## config.mk

```make
export PLATFORM = sky130hd
export DESIGN_NAME = boot_mem_arbiter
export DESIGN_NICKNAME = d
export VERILOG_FILES = /design/src/rtl/boot_mem_arbiter.sv
export SDC_FILE = /design/constraint.sdc
export NUM_CORES = 1
export LEC_CHECK = 0
export ABC_AREA = 1
export BUFFER_PORTS_ARGS = -buffer_cell sky130_fd_sc_hd__clkbuf_2
export CORE_MARGIN = 10
export CORE_UTILIZATION = 50
export CTS_CLUSTER_DIAMETER = 150
export CTS_CLUSTER_SIZE = 14
export DETAILED_ROUTE_END_ITERATION = 10
export PLACE_DENSITY = 0.86
export SETUP_SLACK_MARGIN = 0.02
export SKIP_CTS_REPAIR_TIMING = 1
export SYNTH_ARGS = -nofsm -noshare
export SYNTH_HDL_FRONTEND = slang
export SYNTH_SLANG_ARGS = --single-unit
export TNS_END_PERCENT = 20
```

## constraint.sdc

```tcl
create_clock -name clk -period 2.51 [get_ports clk]
set_clock_uncertainty 0.15 [all_clocks]
set_input_delay 0.6275 -clock clk [delete_from_list [all_inputs] [get_ports clk]]
set_output_delay 0.6275 -clock clk [all_outputs]
set_load 0.03 [all_outputs]
```

## src/rtl/boot_mem_arbiter.sv

```systemverilog
`default_nettype none
// ============================================================================
//  Module   : boot_mem_arbiter
//  Purpose  : Shares the single byte-wide data-memory port between the WASM
//             boot loader (before boot_done) and the execution core (after
//             boot_done). Each access is a latched request/strobe/ack
//             handshake with a bounded wait; hung accesses abort with err.
//  Revision : 1.0  initial release
// ============================================================================
module boot_mem_arbiter #(
    parameter int ADDR_W  = 32,
    parameter int TIMEOUT = 64
) (
    input  logic              clk,
    input  logic              rst_n,
    input  logic              boot_done,
    // loader requester
    input  logic              ld_req,
    input  logic              ld_we,
    input  logic [ADDR_W-1:0] ld_addr,
    input  logic [7:0]        ld_wdata,
    output logic              ld_grant,
    output logic              ld_ack,
    // core requester
    input  logic              cpu_req,
    input  logic              cpu_we,
    input  logic [ADDR_W-1:0] cpu_addr,
    input  logic [7:0]        cpu_wdata,
    output logic [7:0]        cpu_rdata,
    output logic              cpu_ack,
    output logic              err,
    // memory port
    output logic [ADDR_W-1:0] mem_addr,
    output logic [7:0]        mem_wdata,
    output logic              mem_we,
    output logic              mem_re,
    input  logic [7:0]        mem_rdata,
    input  logic              mem_ready
);

    typedef enum logic [1:0] {
        S_IDLE   = 2'd0,
        S_ACCESS = 2'd1,
        S_RESP   = 2'd2
    } state_t;

    typedef enum logic [1:0] {
        OWN_NONE = 2'd0,
        OWN_LD   = 2'd1,
        OWN_CPU  = 2'd2
    } owner_t;

    // Last counter value before the access is declared hung.
    localparam logic [7:0] C_TMO_LAST = 8'(TIMEOUT - 1);

    state_t     r_state;
    owner_t     r_owner;
    logic [7:0] r_cnt;
    logic       r_we;

    // Phase selects which requester may even be considered in IDLE.
    logic w_ld_take;
    logic w_cpu_take;

    assign w_ld_take  = !boot_done && ld_req;
    assign w_cpu_take =  boot_done && cpu_req;

    // Loader bus enable: valid while IDLE could sample it and for its own access.
    assign ld_grant = ((r_state == S_IDLE) && !boot_done) ||
                      ((r_owner == OWN_LD) && (r_state != S_IDLE));

    // Access sequencer: accept, hold strobes until ready or timeout, then ack.
    always_ff @(posedge clk or negedge rst_n) begin
        if (!rst_n) begin
            r_state   <= S_IDLE;
            r_owner   <= OWN_NONE;
            r_cnt     <= 8'd0;
            r_we      <= 1'b0;
            mem_addr  <= '0;
            mem_wdata <= 8'd0;
            mem_we    <= 1'b0;
            mem_re    <= 1'b0;
            ld_ack    <= 1'b0;
            cpu_ack   <= 1'b0;
            cpu_rdata <= 8'd0;
            err       <= 1'b0;
        end else begin
            case (r_state)
                S_IDLE: begin
                    ld_ack  <= 1'b0;
                    cpu_ack <= 1'b0;
                    if (w_ld_take) begin
                        r_owner   <= OWN_LD;
                        mem_addr  <= ld_addr;
                        mem_wdata <= ld_wdata;
                        mem_we    <= ld_we;
                        mem_re    <= !ld_we;
                        r_we      <= ld_we;
                        r_cnt     <= 8'd0;
                        err       <= 1'b0;
                        r_state   <= S_ACCESS;
                    end else if (w_cpu_take) begin
                        r_owner   <= OWN_CPU;
                        mem_addr  <= cpu_addr;
                        mem_wdata <= cpu_wdata;
                        mem_we    <= cpu_we;
                        mem_re    <= !cpu_we;
                        r_we      <= cpu_we;
                        r_cnt     <= 8'd0;
                        err       <= 1'b0;
                        r_state   <= S_ACCESS;
                    end
                end
                S_ACCESS: begin
                    if (mem_ready) begin
                        // Only a successful core read updates the returned data.
                        if ((r_owner == OWN_CPU) && !r_we) begin
                            cpu_rdata <= mem_rdata;
                        end
                        err     <= 1'b0;
                        mem_we  <= 1'b0;
                        mem_re  <= 1'b0;
                        ld_ack  <= (r_owner == OWN_LD);
                        cpu_ack <= (r_owner == OWN_CPU);
                        r_state <= S_RESP;
                    end else if (r_cnt == C_TMO_LAST) begin
                        err     <= 1'b1;
                        mem_we  <= 1'b0;
                        mem_re  <= 1'b0;
                        ld_ack  <= (r_owner == OWN_LD);
                        cpu_ack <= (r_owner == OWN_CPU);
                        r_state <= S_RESP;
                    end else begin
                        r_cnt <= r_cnt + 8'd1;
                    end
                end
                S_RESP: begin
                    ld_ack  <= 1'b0;
                    cpu_ack <= 1'b0;
                    r_owner <= OWN_NONE;
                    r_state <= S_IDLE;
                end
                default: begin
                    r_owner <= OWN_NONE;
                    mem_we  <= 1'b0;
                    mem_re  <= 1'b0;
                    r_state <= S_IDLE;
                end
            endcase
        end
    end

endmodule
`default_nettype wire

```

Word-level counts from Yosys, hierarchy flattened. Cells that the tools add are included.

Register bits: 66. Input port bits: 96.

Add/subtract/negate cells: 1. Equality and inequality tests: 9. Muxes and demuxes: 36. Bitwise gates (word level): 2. Reduce and logical (&&, ||, !) cells: 24.

Operators by type and width (count): 32-bit 2-to-1 mux (2); 8-bit 2-to-1 mux (6); 8-bit one-hot mux with 2 select lines (1); 1-bit 2-to-1 mux (14); 2-bit 2-to-1 mux (6); 3-bit AND reduction (3); 8-bit by 1-bit adder with 8-bit output, second input constant (1); 8-bit by 6-bit equality test with 1-bit output, second input constant (1); 2-bit one-hot mux with 2 select lines (2); 2-bit AND reduction (4); 2-bit nonzero test (4); 3-bit != test, second input constant (2); 1-bit one-hot mux with 2 select lines (3); 1-bit one-hot mux with 3 select lines (2); 1-bit logical AND (5); 2-bit by 1-bit equality test with 1-bit output, second input constant (2); 2-bit equality test, second input constant (2); 1-bit zero test (4); 2-bit != test, second input constant (2); 4-bit AND reduction (1); 2-bit zero test (1); 1-bit inverter (2); 2-bit OR reduction (1); 1-bit logical OR (1).

Logic depth before layout (Yosys ltp). Gate-level depths: netlist of the first run.

Depth in word-level cells: 4. Gate-level depth with buffers: 9. Gate-level depth less buffers: 9.

Least setup slack after synthesis of the first run. OpenSTA, ideal clock, no wires.

Kind: flip-flop to output port. Start: reg r_state[1]. End: out ld_grant. Arrival: 1.403 ns. Data required time: 1.732 ns. Path slack: 0.329 ns. Stages on the path, launching flop included: 4. Buffers on the path: 0. Path through: dfrtp_1 -> nor2_4 -> inv_1 -> o21ai_0.

Longest elaborated chain between the ends: 3. Elaborated cells on any way between the ends: 5.

RTL lines: from (decl) (RTL line 56) `state_t r_state;`; from (signal assigned) (RTL line 75) `r_state <= S_IDLE;`; from (signal assigned) (RTL line 101) `r_state <= S_ACCESS;`; from (signal assigned) (RTL line 111) `r_state <= S_ACCESS;`; 2-bit zero test / 2-bit nonzero test (equally long branches) (RTL line 69, 70); 1-bit logical AND (on tied branches) (RTL line 69, 70); 1-bit logical OR * (RTL line 69) `assign ld_grant = ((r_state == S_IDLE) && !boot_done) ||`; to (decl) (RTL line 22) `output logic ld_grant,`.

Every way passes the cells marked *; elsewhere a longest branch is shown, timed or not.

Worst setup path after layout of the first run. Same ends and word-level chain as after synthesis.

==> results of run 1 <==
[worst paths after layout]
path | slack, ns | from | end | depth (start not counted)
max in group asynchronous | 1.53 | rst_n | mem_addr[5] | 2
setup reg to reg | 0.84 | r_cnt[0] | r_cnt[1] | 8
min in group clk | 0.33 | cpu_rdata[0] | cpu_rdata[0] | 2
hold / removal | 0.11 | rst_n | cpu_rdata[2] | 1
hold reg to reg | 0.33 | cpu_rdata[0] | cpu_rdata[0] | 2
setup / recovery | 0.10 | r_state[1] | ld_grant | 4
[power groups by stage]
stage	clock network (uW)	registers [uW]	logic, uW
after CTS	753	1730	2090
after detailed placement	0	1740	2100
final	737	1730	2050
after global routing	797	1790	2230
after floorplan	0	2470	686
after global placement	0	1730	2050
[kinds of logic after synthesis]
| group | count (synthesis) | share of synthesized area (%) |
|---|---|---|
| compound gates | 52 | 10.8 |
| xor+xnor | 3 | 0.829 |
| fa+ha+maj | 1 | 0.395 |
| buf+inv | 44 | 7.14 |
| flops | 66 | 52.1 |
| simple gates | 222 | 28.8 |
[cells in the mapped netlist (all sizes together)]
cell	instances
xor2	3
nand3	18
o22ai	1
nor2	60
o21ai	11
inv	25
a31oi	40
ha	1
buf	19
dfrtp	66
nand4	1
nand2	143
[sequential cells by signal, indices dropped and copies added, names as in the netlist]
| register | count |
|---|---|
| mem_addr | 32 |
| cpu_rdata | 8 |
| mem_wdata | 8 |
| r_cnt | 8 |
| r_owner | 2 |
| r_state | 2 |
| cpu_ack | 1 |
| err | 1 |
| ld_ack | 1 |
| mem_re | 1 |
| mem_we | 1 |
| r_we | 1 |
[placed cells by master, fill, tap and decap left out, types with 3 or more instances in the layout]
master and n:
a31oi_1 40, buf_12 3, buf_4 3, clkbuf_1 4
clkbuf_2 148, clkbuf_8 10, dfrtp_1 66, inv_1 22
nand2_1 140, nand3_1 16, nor2_1 58, o21ai_0 3
o21ai_2 8, xor2_1 3
[through the flow]
step                      util (%)  std cells  instance area, um2
after floorplan                  -        388                3170
after global placement        65.8        599                3960
after detailed placement      65.8        599                3960
after CTS                     68.3        613                4120
after global routing          68.3        613                4120
final                         68.3        613                4120
[cell type report]
| class | instances | area (um2) | share of cell area [%] |
|---|---|---|---|
| Multi-Input combinational cell | 278 | 1290 | 31.4 |
| Clock buffer | 14 | 153 | 3.71 |
| Tap cell | 75 | 93.8 | 2.28 |
| Inverter | 25 | 96.3 | 2.34 |
| Timing Repair Buffer | 155 | 828 | 20.1 |
| Sequential cell | 66 | 1650 | 40.1 |
[per-layer routing]
layer  up-vias  share of wire (%)  global-route usage [%]
li1       1536                  -                       -
met1      1367                 38                    19.6
met2       123                 48                    29.4
met3        12                 11                    9.07
met4         0                1.9                    8.71
met5         -                  0                       0
==> flow_summary_export.csv, run 1 <==
group,metric,value,unit
power,p_per_area,1100,mW/mm2
cts,clkTransAtPathRegs,0.07,ns
cts,cts_tree,"done",
global_route,track_usage,18.3,%
worst_setup_path,critPathSlowestCell,"dfrtp_1",
die,start_util,52.6,%
route,vias_per_cell,4.96,
run,max_cap_viol_count,0,
sta,relSlewSlack,67.3,%
sta,setup_viol,0,
synthesis,syn_area,0.00317,mm2
global_route,grt_max_degree,82,
synthesis,ys_top_cells_by_area,"dfrtp_1 (52%), nand2_1 (17%), a31oi_1 (7.9%)",
synthesis,avgSynthCellArea,8.17,um2
synthesis,seq_area_frac_synth,52.1,%
placement,gp_congestion,0.902,
route,drt_iter0_drc,87,
finish,synthToLayoutAreaGrowth,29.8,%
route,drc,0,
cts,clock_latency,0.32,ns
power,p_switching,2060,uW
die,fp.dieArea,0.00993,mm2
sta,worst_slew_pin_slew,0.490,ns
worst_setup_path,worst-setup-path-type,"flip-flop to output pin",
route,wl_per_cell,14.7,um
finish,final_layout_size_suffix_gt1_share,34.0,%
route,first_pass_iters,4,
sta,timing.final.ws_setup,0.103,ns
route,wirelength,9030,um
global_route,grt_pass1_wl,14900,um
placement,dp_hpwl,7310,um
global_route,grt_pass1_vias,3170,
die,top_level_ports,150,
synthesis,yosysTopAreaCellShare,52.1,%
power,p_total,4520,uW
power,power_frac_comb,45.5,%
status,status,"finished clean",
power,vdd_drop_max,0.000620,V
sta,final_max_slew_viol_count,0,
die,core_area,0.00603,mm2
power,p_seq_share,38.2,%
synthesis,synth_cells,388,
power,p_int,2460,uW
placement,preCtsSetupSlack,0.414,ns
route,ant_nets,0,
sta,fin_setup_tns,0,ns
worst_setup_path,slowest_delay,0.48,ns
worst_setup_path,required,1.73,ns
synthesis,yosys_register_bits,66,
placement,portBuffers,149,
global_route,antenna_found_initial,0,
hold_path,worst_hold_path_type,"input port to asynchronous set/reset pin",
worst_setup_path,path_delay_family,"flip-flops",
cts,htreeDepth,3,
global_route,grt-ovfl-total,0,
worst_setup_path,crit_fanout,4,
synthesis,synth_nets,485,
sta,hold_viol_final,0,
worst_setup_path,end_kind,"output pin",
route,route.vias.total,3038,
die,die_w,99.6,um
sta,finalCritPeriodShare,95.9,%
sta,fmax,415,MHz
sta,hold_ws,0.110,ns
power,p_leak,0.00225,uW
synthesis,yosys.area.top_type,"dfrtp_1",
cts,ctsLongestPathBuffers,2,
finish,diodes,0,
cts,numCtsBuffers,9,
cts,clock-sinks,66,
finish,fillers,515,
worst_setup_path,crit_buf_inv,2,
die,die-height,99.6,um
cts,clockRootBuffer,"clkbuf_8",
synthesis,yosysUniqueCellTypes,24,
worst_setup_path,worstPathCellList,"nor2_4 -> inv_1 -> o21ai_0 -> clkbuf_2",
power,share_clk_of_total_power,16.3,%
sta,min_period,2.41,ns
die,num_rows,28,
worst_setup_path,cp.arrival,1.63,ns
finish,nets,632,
power,switching_share,45.5,%
worst_setup_path,worstSetupStartpointType,"flip-flop",
synthesis,yosysWarnings,0,
sta,grt_setup_unrepaired,"no",
No activity file was read; power rests on OpenSTA's default activity.
==> run 2, diff against run 1 <==
--- a/config.mk
+++ b/config.mk
@@ -13,6 +13,7 @@
 export CTS_CLUSTER_SIZE = 14
 export DETAILED_ROUTE_END_ITERATION = 10
 export PLACE_DENSITY = 0.86
+export RECOVER_POWER = 100
 export SETUP_SLACK_MARGIN = 0.02
 export SKIP_CTS_REPAIR_TIMING = 1
 export SYNTH_ARGS = -nofsm -noshare
==> run 2 against run 1 <==
Net effect:
- die area did not move
- highest routed layer unchanged
- largest cell class unchanged
- largest power group unchanged
- cell count is the same
- sequential share of layout area is 1.7 points higher
- sequential cell count did not move
==> flow_summary_export.csv, run 2 (same netlist as run 1, synthesis figures left out) <==
group,metric,value,unit
status,status,"finished clean",
sta,relSlewSlack,28.0,%
cts,numCtsBuffers,9,
sta,min_period,2.37,ns
global_route,track_usage,18.3,%
finish,diodes,0,
die,core_area,0.00603,mm2
route,first_pass_iters,4,
finish,nets,632,
cts,cts_tree,"done",
route,route.vias.total,3051,
finish,fin_cells,613,
die,die_w,99.6,um
sta,worst_slew_pin_slew,1.08,ns
worst_setup_path,worstSetupStartpointType,"flip-flop",
worst_setup_path,required,1.73,ns
cts,htreeDepth,3,
cts,clockRootBuffer,"clkbuf_8",
finish,fillers,562,
run,max_cap_viol_count,0,
cts,clock-sinks,66,
global_route,grt_pass1_wl,14900,um
power,p_leak,0.00205,uW
finish,largest_reg_flops,32,
route,drc,0,
sta,hold_viol_final,0,
route,vias_per_cell,4.98,
finish,top_register,"mem_addr",
global_route,grt_pass1_vias,3170,
worst_setup_path,worstPathCellList,"nor2_1 -> inv_1 -> o21ai_0 -> clkbuf_2",
route,wirelength,9030,um
die,start_util,52.6,%
sta,finalCritPeriodShare,94.4,%
die,fp.dieArea,0.00993,mm2
finish,synthToLayoutAreaGrowth,24.4,%
placement,dp_hpwl,7310,um
sta,setup_viol,0,
die,die-height,99.6,um
cts,clkTransAtPathRegs,0.06,ns
finish,final_common_cell,"nand2_1",
cts,ctsLongestPathBuffers,2,
finish,final_cell_mix,"nand2_1 (141), clkbuf_2 (95), dfrtp_1 (66)",
worst_setup_path,worst-setup-path-type,"flip-flop to output pin",
placement,post_dp_cell_area,0.00396,mm2
power,vdd_drop_max,0.000603,V
cts,clock_latency,0.33,ns
finish,fin_util,65.4,%
power,p_per_area,1100,mW/mm2
global_route,antenna_found_initial,0,
worst_setup_path,critPathSlowestCell,"dfrtp_1",
route,ant_nets,0,
placement,portBuffers,149,
finish,stdcell_area,0.00394,mm2
finish,final_layout_size_suffix_gt1_share,21.4,%
sta,fmax,422,MHz
route,drt_iter0_drc,85,
placement,dpl.cell_count,599,
worst_setup_path,slowest_delay,0.42,ns
sta,final_max_slew_viol_count,0,
worst_setup_path,end_kind,"output pin",
die,top_level_ports,150,
route,wl_per_cell,14.7,um
global_route,grt_max_degree,82,
placement,gp_congestion,0.902,
die,num_rows,28,
worst_setup_path,cp.arrival,1.59,ns
sta,grt_setup_unrepaired,"no",
global_route,grt-ovfl-total,0,
sta,fin_setup_tns,0,ns
hold_path,worst_hold_path_type,"input port to asynchronous set/reset pin",
worst_setup_path,crit_fanout,4,
[run 2: changes by cell type in the layout (fill, tap and decap cells not counted), moves of 2 or more]
| cell | previous run | this run |
|---|---|---|
| buf_12 | 3 | 1 |
| nor2_1 | 58 | 60 |
| nand3_1 | 16 | 18 |
| o21ai_0 | 3 | 9 |
| clkbuf_1 | 4 | 60 |
| clkbuf_2 | 148 | 95 |
| o21ai_2 | 8 | 2 |
[run 2: cell type report]
| type | instances | area [um2] | share of cell area [%] |
|---|---|---|---|
| Timing Repair Buffer | 155 | 728 | 18.5 |
| Sequential cell | 66 | 1650 | 41.9 |
| Multi-Input combinational cell | 278 | 1220 | 31.0 |
| Tap cell | 75 | 93.8 | 2.38 |
| Clock buffer | 14 | 153 | 3.87 |
| Inverter | 25 | 96.3 | 2.44 |
[run 2: layer usage]
metal	share of wire, %	vias up	GRT usage (%)
li1	-	1541	-
met1	38	1367	19.6
met2	48	125	29.4
met3	12	18	9.07
met4	2.4	0	8.71
met5	0	-	0
[run 2: metrics by stage]
step | power, uW | setup slack (ns) | hold WS [ns]
global placement | 3780 | 0.489 | 0.308
CTS | 4580 | 0.0933 | 0.117
floorplan | 3160 | 0.329 | 0.182
global route | 4640 | 0.0420 | 0.356
finish | 4340 | 0.140 | 0.323
detailed placement | 3840 | 0.414 | 0.321
[run 2: path summary, 6_finish.rpt]
kind	startpoint	end	slack, ns	depth (start not counted)
setup / recovery	r_state[0]	ld_grant	0.14	4
hold / removal	rst_n	cpu_rdata[2]	0.32	1
setup reg to reg	r_state[0]	mem_addr[5]	0.47	6
hold reg to reg	cpu_rdata[3]	cpu_rdata[3]	0.33	2
max in group asynchronous	rst_n	mem_addr[30]	0.51	2
min in group clk	cpu_rdata[3]	cpu_rdata[3]	0.33	2
[run 2: power breakdown]
| group | internal (uW) | switching (uW) | leakage [uW] |
|---|---|---|---|
| Clock | 377 | 363 | 0.0000766 |
| Sequential | 1480 | 235 | 0.000785 |
| Combinational | 472 | 1420 | 0.00119 |
| Total | 2330 | 2010 | 0.00205 |
[run 2: critical path, delay by kind of cell (launching register included)]
| kind | cells | cell delay (ns) |
|---|---|---|
| flip-flops | 1 | 0.42 |
| AND/OR/NAND/NOR | 1 | 0.19 |
| AO/OA/AOI/OAI | 1 | 0.28 |
| buffers and inverters | 2 | 0.38 |
